## config.mk

```make
export PLATFORM = sky130hd
export DESIGN_NAME = i2c_master_sequencer
export DESIGN_NICKNAME = d
export VERILOG_FILES = /design/src/rtl/i2c_pkg.sv /design/src/rtl/i2c_sync.sv /design/src/rtl/i2c_master_sequencer.sv
export SDC_FILE = /design/constraint.sdc
export NUM_CORES = 1
export LEC_CHECK = 0
export ABC_AREA = 1
export BUFFER_PORTS_ARGS = -buffer_cell sky130_fd_sc_hd__buf_4
export CAP_MARGIN = 20
export CORE_MARGIN = 5
export CORE_UTILIZATION = 59
export CTS_BUF_LIST = sky130_fd_sc_hd__clkbuf_4 sky130_fd_sc_hd__clkbuf_8 sky130_fd_sc_hd__clkbuf_16
export DETAILED_ROUTE_END_ITERATION = 10
export PLACE_DENSITY = 0.8
export SLEW_MARGIN = 10
export SYNTH_ARGS = -nofsm -noshare
export SYNTH_HDL_FRONTEND = slang
export SYNTH_SLANG_ARGS = --single-unit
```

## constraint.sdc

```tcl
create_clock -name clk -period 3 [get_ports clk]
set_clock_uncertainty 0.2 [all_clocks]
set_input_delay 0.15 -clock clk [delete_from_list [all_inputs] [get_ports clk]]
set_output_delay 0.15 -clock clk [all_outputs]
set_load 0.005 [all_outputs]
```

## src/rtl/i2c_pkg.sv

```systemverilog
// Shared types and constants for the byte-level I2C master sequencer.
package i2c_pkg;

    localparam int unsigned I2C_BITS  = 8;
    localparam int unsigned BIT_CNT_W = 3;

    typedef enum logic [1:0] {
        START = 2'b00,
        WRITE = 2'b01,
        READ  = 2'b10,
        STOP  = 2'b11
    } i2c_cmd_t;

    typedef enum logic [3:0] {
        IDLE,
        ARM,
        START_LO,
        START_HI,
        BIT_LO,
        BIT_HI,
        ACK_LO,
        ACK_HI,
        STOP_LO,
        STOP_HI
    } i2c_state_t;

    function automatic logic is_lo_slot(input i2c_state_t s);
        return (s == START_LO) || (s == BIT_LO) || (s == ACK_LO) || (s == STOP_LO);
    endfunction

    function automatic logic is_hi_slot(input i2c_state_t s);
        return (s == START_HI) || (s == BIT_HI) || (s == ACK_HI) || (s == STOP_HI);
    endfunction

endpackage

```

## src/rtl/i2c_sync.sv

```systemverilog
// Multi-stage synchroniser for an asynchronous pad input; resets to the released (high) level.
module i2c_sync #(
    parameter int unsigned STAGES = 2
) (
    input  logic clk,
    input  logic reset,
    input  logic d,
    output logic q
);

    logic [STAGES-1:0] chain;

    always_ff @(posedge clk or posedge reset) begin
        if (reset) begin
            chain <= '1;
        end else begin
            chain <= {chain[STAGES-2:0], d};
        end
    end

    assign q = chain[STAGES-1];

endmodule

```

## src/rtl/i2c_master_sequencer.sv

```systemverilog
// Byte-level I2C master: sequences START/WRITE/READ/STOP over slot strobes onto open-drain SCL/SDA.
// Optional arbitration-lost detection is built when I2C_ARB_LOST_EN is defined.
module i2c_master_sequencer
    import i2c_pkg::*;
#(
    parameter int unsigned SYNC_STAGES = 2
) (
    input  logic                clk,
    input  logic                reset,
    input  logic                firstCycle,
    input  logic                dataCycle,
    input  logic                finalCycle,
    input  logic                cmdValid,
    output logic                cmdReady,
    input  logic [1:0]          cmd,
    input  logic [I2C_BITS-1:0] txData,
    input  logic                ackTx,
    output logic [I2C_BITS-1:0] rxData,
    output logic                ackRx,
    output logic                done,
    output logic                busOwned,
    output logic                sclOe,
    output logic                sdaOe,
    input  logic                sdaIn,
    input  logic                sclIn
`ifdef I2C_ARB_LOST_EN
    ,
    output logic                arbLost
`endif
);

    i2c_state_t            state, next_state;
    i2c_cmd_t              cmd_q;
    logic [I2C_BITS-1:0]   tx_q;
    logic                  ack_tx_q;
    logic [BIT_CNT_W-1:0]  bit_cnt;
    logic                  sda_sync;
    logic                  scl_sync;
    logic                  scl_unused;
`ifdef I2C_ARB_LOST_EN
    logic                  arb_hit;
`endif

    i2c_sync #(.STAGES(SYNC_STAGES)) u_sda_sync (.clk(clk), .reset(reset), .d(sdaIn), .q(sda_sync));
    i2c_sync #(.STAGES(SYNC_STAGES)) u_scl_sync (.clk(clk), .reset(reset), .d(sclIn), .q(scl_sync));

    // SCL readback is reserved for arbitration/stretch extensions; not consumed by the sequencer.
    assign scl_unused = scl_sync;

    always_ff @(posedge clk or posedge reset) begin
        if (reset) begin
            state <= IDLE;
        end else begin
            state <= next_state;
        end
    end

    // Slot sequencing: every slot state advances on finalCycle.
    always_comb begin
        next_state = state;
`ifdef I2C_ARB_LOST_EN
        arb_hit    = 1'b0;
`endif
        case (state)
            IDLE:     if (cmdValid) next_state = ARM;
            ARM: begin
                if (finalCycle) begin
                    case (cmd_q)
                        START:       next_state = busOwned ? START_LO : START_HI;
                        WRITE, READ: next_state = busOwned ? BIT_LO   : IDLE;
                        default:     next_state = busOwned ? STOP_LO  : IDLE;
                    endcase
                end
            end
            START_LO: if (finalCycle) next_state = START_HI;
            START_HI: if (finalCycle) next_state = IDLE;
            BIT_LO:   if (finalCycle) next_state = BIT_HI;
            BIT_HI: begin
`ifdef I2C_ARB_LOST_EN
                if (dataCycle && (cmd_q == WRITE) && !sdaOe && !sda_sync) begin
                    arb_hit    = 1'b1;
                    next_state = IDLE;
                end else
`endif
                if (finalCycle) begin
                    next_state = (bit_cnt == '0) ? ACK_LO : BIT_LO;
                end
            end
            ACK_LO:   if (finalCycle) next_state = ACK_HI;
            ACK_HI:   if (finalCycle) next_state = IDLE;
            STOP_LO:  if (finalCycle) next_state = STOP_HI;
            STOP_HI:  if (finalCycle) next_state = IDLE;
            default:  next_state = IDLE;
        endcase
    end

    always_ff @(posedge clk or posedge reset) begin
        if (reset) begin
            cmdReady <= 1'b1;
            done     <= 1'b0;
            busOwned <= 1'b0;
            sclOe    <= 1'b0;
            sdaOe    <= 1'b0;
            rxData   <= '0;
            ackRx    <= 1'b1;
            cmd_q    <= START;
            tx_q     <= '0;
            ack_tx_q <= 1'b1;
            bit_cnt  <= '0;
`ifdef I2C_ARB_LOST_EN
            arbLost  <= 1'b0;
`endif
        end else begin
            cmdReady <= (next_state == IDLE);
            done     <= (state != IDLE) && (next_state == IDLE);

            if (state == IDLE) begin
                sclOe <= busOwned;
                if (!busOwned) sdaOe <= 1'b0;
                if (cmdValid) begin
                    cmd_q    <= i2c_cmd_t'(cmd);
                    tx_q     <= txData;
                    ack_tx_q <= ackTx;
                    bit_cnt  <= BIT_CNT_W'(I2C_BITS - 1);
`ifdef I2C_ARB_LOST_EN
                    arbLost  <= 1'b0;
`endif
                end
            end

            if (firstCycle) begin
                if (is_lo_slot(state))      sclOe <= 1'b1;
                else if (is_hi_slot(state)) sclOe <= 1'b0;
            end

            // SDA is only changed or sampled at the data point of a slot.
            if (dataCycle) begin
                case (state)
                    START_LO: sdaOe <= 1'b0;
                    START_HI: sdaOe <= 1'b1;
                    BIT_LO:   sdaOe <= (cmd_q == WRITE) ? ~tx_q[bit_cnt] : 1'b0;
                    BIT_HI:   if (cmd_q == READ) rxData <= {rxData[I2C_BITS-2:0], sda_sync};
                    ACK_LO:   sdaOe <= (cmd_q == WRITE) ? 1'b0 : ~ack_tx_q;
                    ACK_HI:   if (cmd_q == WRITE) ackRx <= sda_sync;
                    STOP_LO:  sdaOe <= 1'b1;
                    STOP_HI:  sdaOe <= 1'b0;
                    default:  ;
                endcase
            end

            if (finalCycle) begin
                if (state == START_HI) busOwned <= 1'b1;
                if (state == STOP_HI)  busOwned <= 1'b0;
                if ((state == BIT_HI) && (bit_cnt != '0)) bit_cnt <= bit_cnt - BIT_CNT_W'(1);
            end

`ifdef I2C_ARB_LOST_EN
            if (arb_hit) begin
                sclOe    <= 1'b0;
                sdaOe    <= 1'b0;
                busOwned <= 1'b0;
                arbLost  <= 1'b1;
            end
`endif
        end
    end

endmodule

```

* Word level (Yosys, flattened, before mapping)
Cells that the tools add are included.
** Storage, ports and cells
- Word-level logic and storage cells :: 83
- Register bits after elaboration :: 34
- Bits of input ports :: 19
** Cells by class
- Bitwise logic cells :: 2
- Add/subtract/negate cells :: 1
- Reductions and logical operators :: 23
- Mux-type cells :: 32
- Magnitude comparators :: 1
- Eq/ne operators :: 11
** Operators with widths (count)
- $mux 4 :: 9
- $pmux 4 s8 :: 1
- $eq 4x3->1 const B :: 4
- $mux 3 :: 5
- $mux 1 :: 13
- $eq 4x2->1 const B :: 2
- $eq 4x4->1 const B :: 2
- $logic_not 4->1 :: 2
- $pmux 4 s2 :: 1
- $logic_or 1x1->1 :: 6
- $reduce_and 3->1 :: 2
- $reduce_or 2->1 :: 3
- $eq 4x1->1 const B :: 1
- $lt 3x4->1 const B :: 1
- $pmux 1 s4 :: 1
- $reduce_and 2->1 :: 2
- $reduce_bool 4->1 :: 1
- $bmux 1 s3 :: 1
- $logic_not 3->1 :: 1
- $reduce_bool 3->1 :: 1
- $reduce_or 3->1 :: 1
- $sub 3x1->3 const B :: 1
- $eq 2x1->1 const B :: 1
- $eq 2x2->1 const B :: 1
- 5 further kinds :: 7

* Longest topological paths before layout
- Word-level depth :: 7
- Depth in mapped cells :: 11
- Mapped depth without buffers :: 11

* By module
From an unflattened synthesis, not the netlist that was laid out.
** Unflattened totals
- Cell total of the unflattened synthesis :: 235
- Area, all modules :: 1830.5 µm²
** By module, submodules not included
- i2c_master_sequencer :: area an instance 1774.2 µm², sequential area each 804.5 µm², cells an instance 232, times used 1
- i2c_sync :: area an instance 56.3 µm², sequential area each 52.6 µm², cells an instance 3, times used 1

* Least setup slack after synthesis
No wires, ideal clock.
- Path kind :: flip-flop to flip-flop
- From :: register bit_cnt[0]
- To :: register done
- Stages on the path, launching flop included :: 12
- Path buffers :: 0
- Clock period less this slack :: 1.648 ns
- Arrival time :: 1.328 ns
- Setup time :: 0.119 ns
- Path slack :: 1.352 ns
- Path through :: dfrtp_1 -> inv_1 -> ha_1 -> inv_1 -> nor2_1 -> nand2_1 -> nor2_1 -> nor2_1 -> nand2_1 -> nor2_1 -> nand2_1 -> nor2_1
** On the way
- Longest elaborated chain between the ends :: 6
** RTL lines
- start: declaration :: line i2c_master_sequencer.sv:36 : logic [BIT_CNT_W-1:0] bit_cnt;
- start signal: assignment :: line i2c_master_sequencer.sv:124 : bit_cnt <= BIT_CNT_W'(I2C_BITS - 1);
- start signal: assignment :: line i2c_master_sequencer.sv:154 : if ((state == BIT_HI) && (bit_cnt != '0)) bit_cnt <= bit_cnt - BIT_CNT_W'(1);
- $logic_not 3->1 :: line i2c_master_sequencer.sv:86 : next_state = (bit_cnt == '0) ? ACK_LO : BIT_LO;
- $mux 2 :: line i2c_master_sequencer.sv:86
- $mux 4 :: line i2c_master_sequencer.sv:85 : if (finalCycle) begin
- $pmux 4 s8 :: line i2c_master_sequencer.sv:64 : case (state)
- $logic_not 4->1 :: line i2c_master_sequencer.sv:115 : done <= (state != IDLE) && (next_state == IDLE);
- $logic_and 1x1->1 :: line i2c_master_sequencer.sv:115
- end signal: assignment :: line i2c_master_sequencer.sv:115
- end: declaration :: line i2c_master_sequencer.sv:20 : output logic done,
No other way between the ends.
A chain may end at the register's enable or synchronous reset.

* Worst setup path after layout
- From :: register state[0]
- To :: register done
** On the way
- Longest elaborated chain between the ends :: 5
** RTL lines
- start: declaration :: line i2c_master_sequencer.sv:32 : i2c_state_t state, next_state;
- start signal: assignment :: line i2c_master_sequencer.sv:54 : state <= next_state;
- $eq 4x2->1, or another cell as far along :: line i2c_master_sequencer.sv:64
- $reduce_or 3->1 (no line)
- $pmux 4 s8 :: line i2c_master_sequencer.sv:64
- $logic_not 4->1 :: line i2c_master_sequencer.sv:115
- $logic_and 1x1->1 (*) :: line i2c_master_sequencer.sv:115
Every way passes the cells marked *; elsewhere a longest branch is shown, timed or not.

==> impl_metrics.env <==
export IMPL_status="finished, final reports clean"
export IMPL_ff2ff_setup_slack_ps=1130
export IMPL_setup_viol=0
export IMPL_max_cap_viol_count=0
export IMPL_pwr_share_comb_pct=46.3
export IMPL_worst_slack_ps=1131
export IMPL_hpwl_um=2582
export IMPL_grt_pass1_vias=1553
export IMPL_firstDrtPassIters=4
export IMPL_syn_to_final_growth_pct=27.16
export IMPL_antenna_cells=0
export IMPL_required_ps=3040
export IMPL_initialDrtViolationCount=76
export IMPL_syn_num_nets=253
export IMPL_cellPowerDensity_nw_per_um2=925.1
export IMPL_synthDistinctLibCells=27
export IMPL_final_util_pct=76.67
export IMPL_critPathCaptureType="flop"
export IMPL_rsz0062_at_grt="no"
export IMPL_drc_errors=0
export IMPL_p_sw_uw=882.7
export IMPL_worstHoldPathType="in2reg"
export IMPL_cts_buffers=5
export IMPL_slew_headroom_pct=69.19
export IMPL_seq_area_frac_synth_pct=47.34
export IMPL_fin_area_um2=2302
export IMPL_synth_area_per_cell_um2=7.941
export IMPL_synth_seq_cells=34
export IMPL_numClockSinks=34
export IMPL_cts_tree="built"
export IMPL_netlist_area_um2=1810
export IMPL_pin_count=33
export IMPL_via_per_inst=5.074
export IMPL_placed_area_um2=2063
export IMPL_clkPwrFrac_pct=17.1
export IMPL_nets=303
export IMPL_postRouteAntennaNets=0
export IMPL_fp_dieArea_um2=4277
export IMPL_core_area_um2=3003
export IMPL_place_gp_congestion=0.9156
export IMPL_yosysWarnings=0
export IMPL_antenna_found_initial=0
export IMPL_p_sw_share_pct=41.44
export IMPL_clk_pin_slew_ps=100
export IMPL_holdWs_ps=26.98
export IMPL_clk_latency_ps=350
export IMPL_vias=1583
export IMPL_grt_pass1_wl_um=6582
export IMPL_portBuffers=31
export IMPL_finalSetupTns_ps=0
export IMPL_power_frac_seq_pct=36.6
export IMPL_final_hold_violation_count=0
export IMPL_grt_overflow=0
export IMPL_layout_common_cells="nand2_1, inv_1, buf_4"
export IMPL_worstMarginPinSlew_ps=460.5
export IMPL_dpl_worst_slack_ps=1174
export IMPL_p_leak_nw=1.284
export IMPL_cts_buffer_depth=2
export IMPL_rows=20
export IMPL_vdd_drop_max_mv=0.4854
export IMPL_critical_path_class="reg2reg"
export IMPL_die_h_um=65.40
export IMPL_routedWlPerCell_um=12.03
export IMPL_drv_slew=0
export IMPL_syn_inst=228
export IMPL_cts_resized=0
export IMPL_fp_dieW_um=65.40
export IMPL_start_kind="flop"
export IMPL_start_util_pct=60.29
export IMPL_stdcell_count=312
export IMPL_final_common_cell="nand2_1"
export IMPL_power_total_mw=2.130
export IMPL_cts_root_buf="clkbuf_4"
export IMPL_worst_endpoint_arrival_ps=1910
export IMPL_layout_drive_gt1_share_pct=24.01
export IMPL_placed_cells=289
export IMPL_grt_usage_pct=20.32
export IMPL_fmax_ghz=0.5350
export IMPL_grt_max_degree=35
export IMPL_p_int_mw=1.247
export IMPL_wl_um=3753
export IMPL_post_route_period_util_pct=62.31
export IMPL_period_needed_ps=1869
export IMPL_cp_max_fo=25
export IMPL_h_tree_depth=2
[Yosys cell counts, drive strengths merged]
cell | n | area, um2
clkinv | 1 | 5.000
nand3 | 13 | 77.58
and3 | 1 | 6.260
nor3 | 2 | 21.27
o21ai | 15 | 93.84
nor2 | 35 | 151.4
mux2 | 1 | 11.26
a21oi | 13 | 76.33
inv | 40 | 150.1
ha | 6 | 75.07
nand4 | 2 | 12.51
buf | 4 | 28.78
a31oi | 1 | 6.260
dfrtp | 29 | 725.7
dfstp | 5 | 131.4
nand2 | 60 | 237.7
[routing by layer]
layer,wire length [um],part of all wire (%),up-vias,global-route usage [%]
met4,92,2.5,0,9.585
met1,1625,43,729,22.82
met5,0,0,-,0
met2,1815,48,42,34.51
met3,219,5.8,12,6.838
li1,-,-,800,-
[flip-flops by register name, summed over array words and instances, names as in the netlist]
| register | count |
|---|---|
| ackRx | 1 |
| sclOe | 1 |
| bit_cnt | 3 |
| cmdReady | 1 |
| ack_tx_q | 1 |
| tx_q | 8 |
| state | 4 |
| u_sda_sync.chain | 2 |
| rxData | 8 |
| cmd_q | 2 |
| done | 1 |
| busOwned | 1 |
| sdaOe | 1 |
[final timing paths]
kind,to,start,cells past startpoint
max,done,state[0],8
min in group asynchronous,rxData[5],reset,4
min reg2reg,u_sda_sync.chain[1],u_sda_sync.chain[0],0
max reg2reg,done,state[0],8
min,state[3],finalCycle,4
max in group asynchronous,ack_tx_q,reset,4
[logic make-up after synthesis]
| kind of cell | synth area share [%] |
|---|---|
| buffers and inverters | 10.16 |
| AOI/OAI and AO/OA | 9.745 |
| adders and majority gates | 4.146 |
| and+or+nand+nor | 27.99 |
| muxes | 0.6219 |
| DFF | 47.34 |
[critical path, stage by stage (launching register included)]
cell and delay (ps):
dfrtp_1 480, nor2_2 190, inv_2 60, nor2_4 120, nand2_2 290, nand3_1 210, nor2_1 80, nand2_1 90
nor2_1 40
[power groups by stage]
stage	logic [mW]	clock network, mW	registers [mW]
floorplan	0.687	0	0.770
finish	0.986	0.364	0.780
global route	1.12	0.393	0.799
CTS	0.985	0.371	0.777
global placement	0.933	0	0.781
detailed placement	0.955	0	0.786
[timing repair]
| item | 4_1_cts | 5_1_grt |
|---|---|---|
| endpoints found under the hold margin | 47 | 0 |
| setup buffers | 0 | 0 |
| hold buffers | 15 | 0 |
[area by class of cell]
cell class | instances | area (um2)
sequential | 34 | 857.1
multi-input combinational | 149 | 769.5
fill | 228 | 700.7
timing repair buffer | 47 | 390.4
inverter | 41 | 155.1
clock buffer | 7 | 58.81
tap | 33 | 41.29
clock inverter | 1 | 30.03
Note: power is estimated with default switching activity, not from simulation.
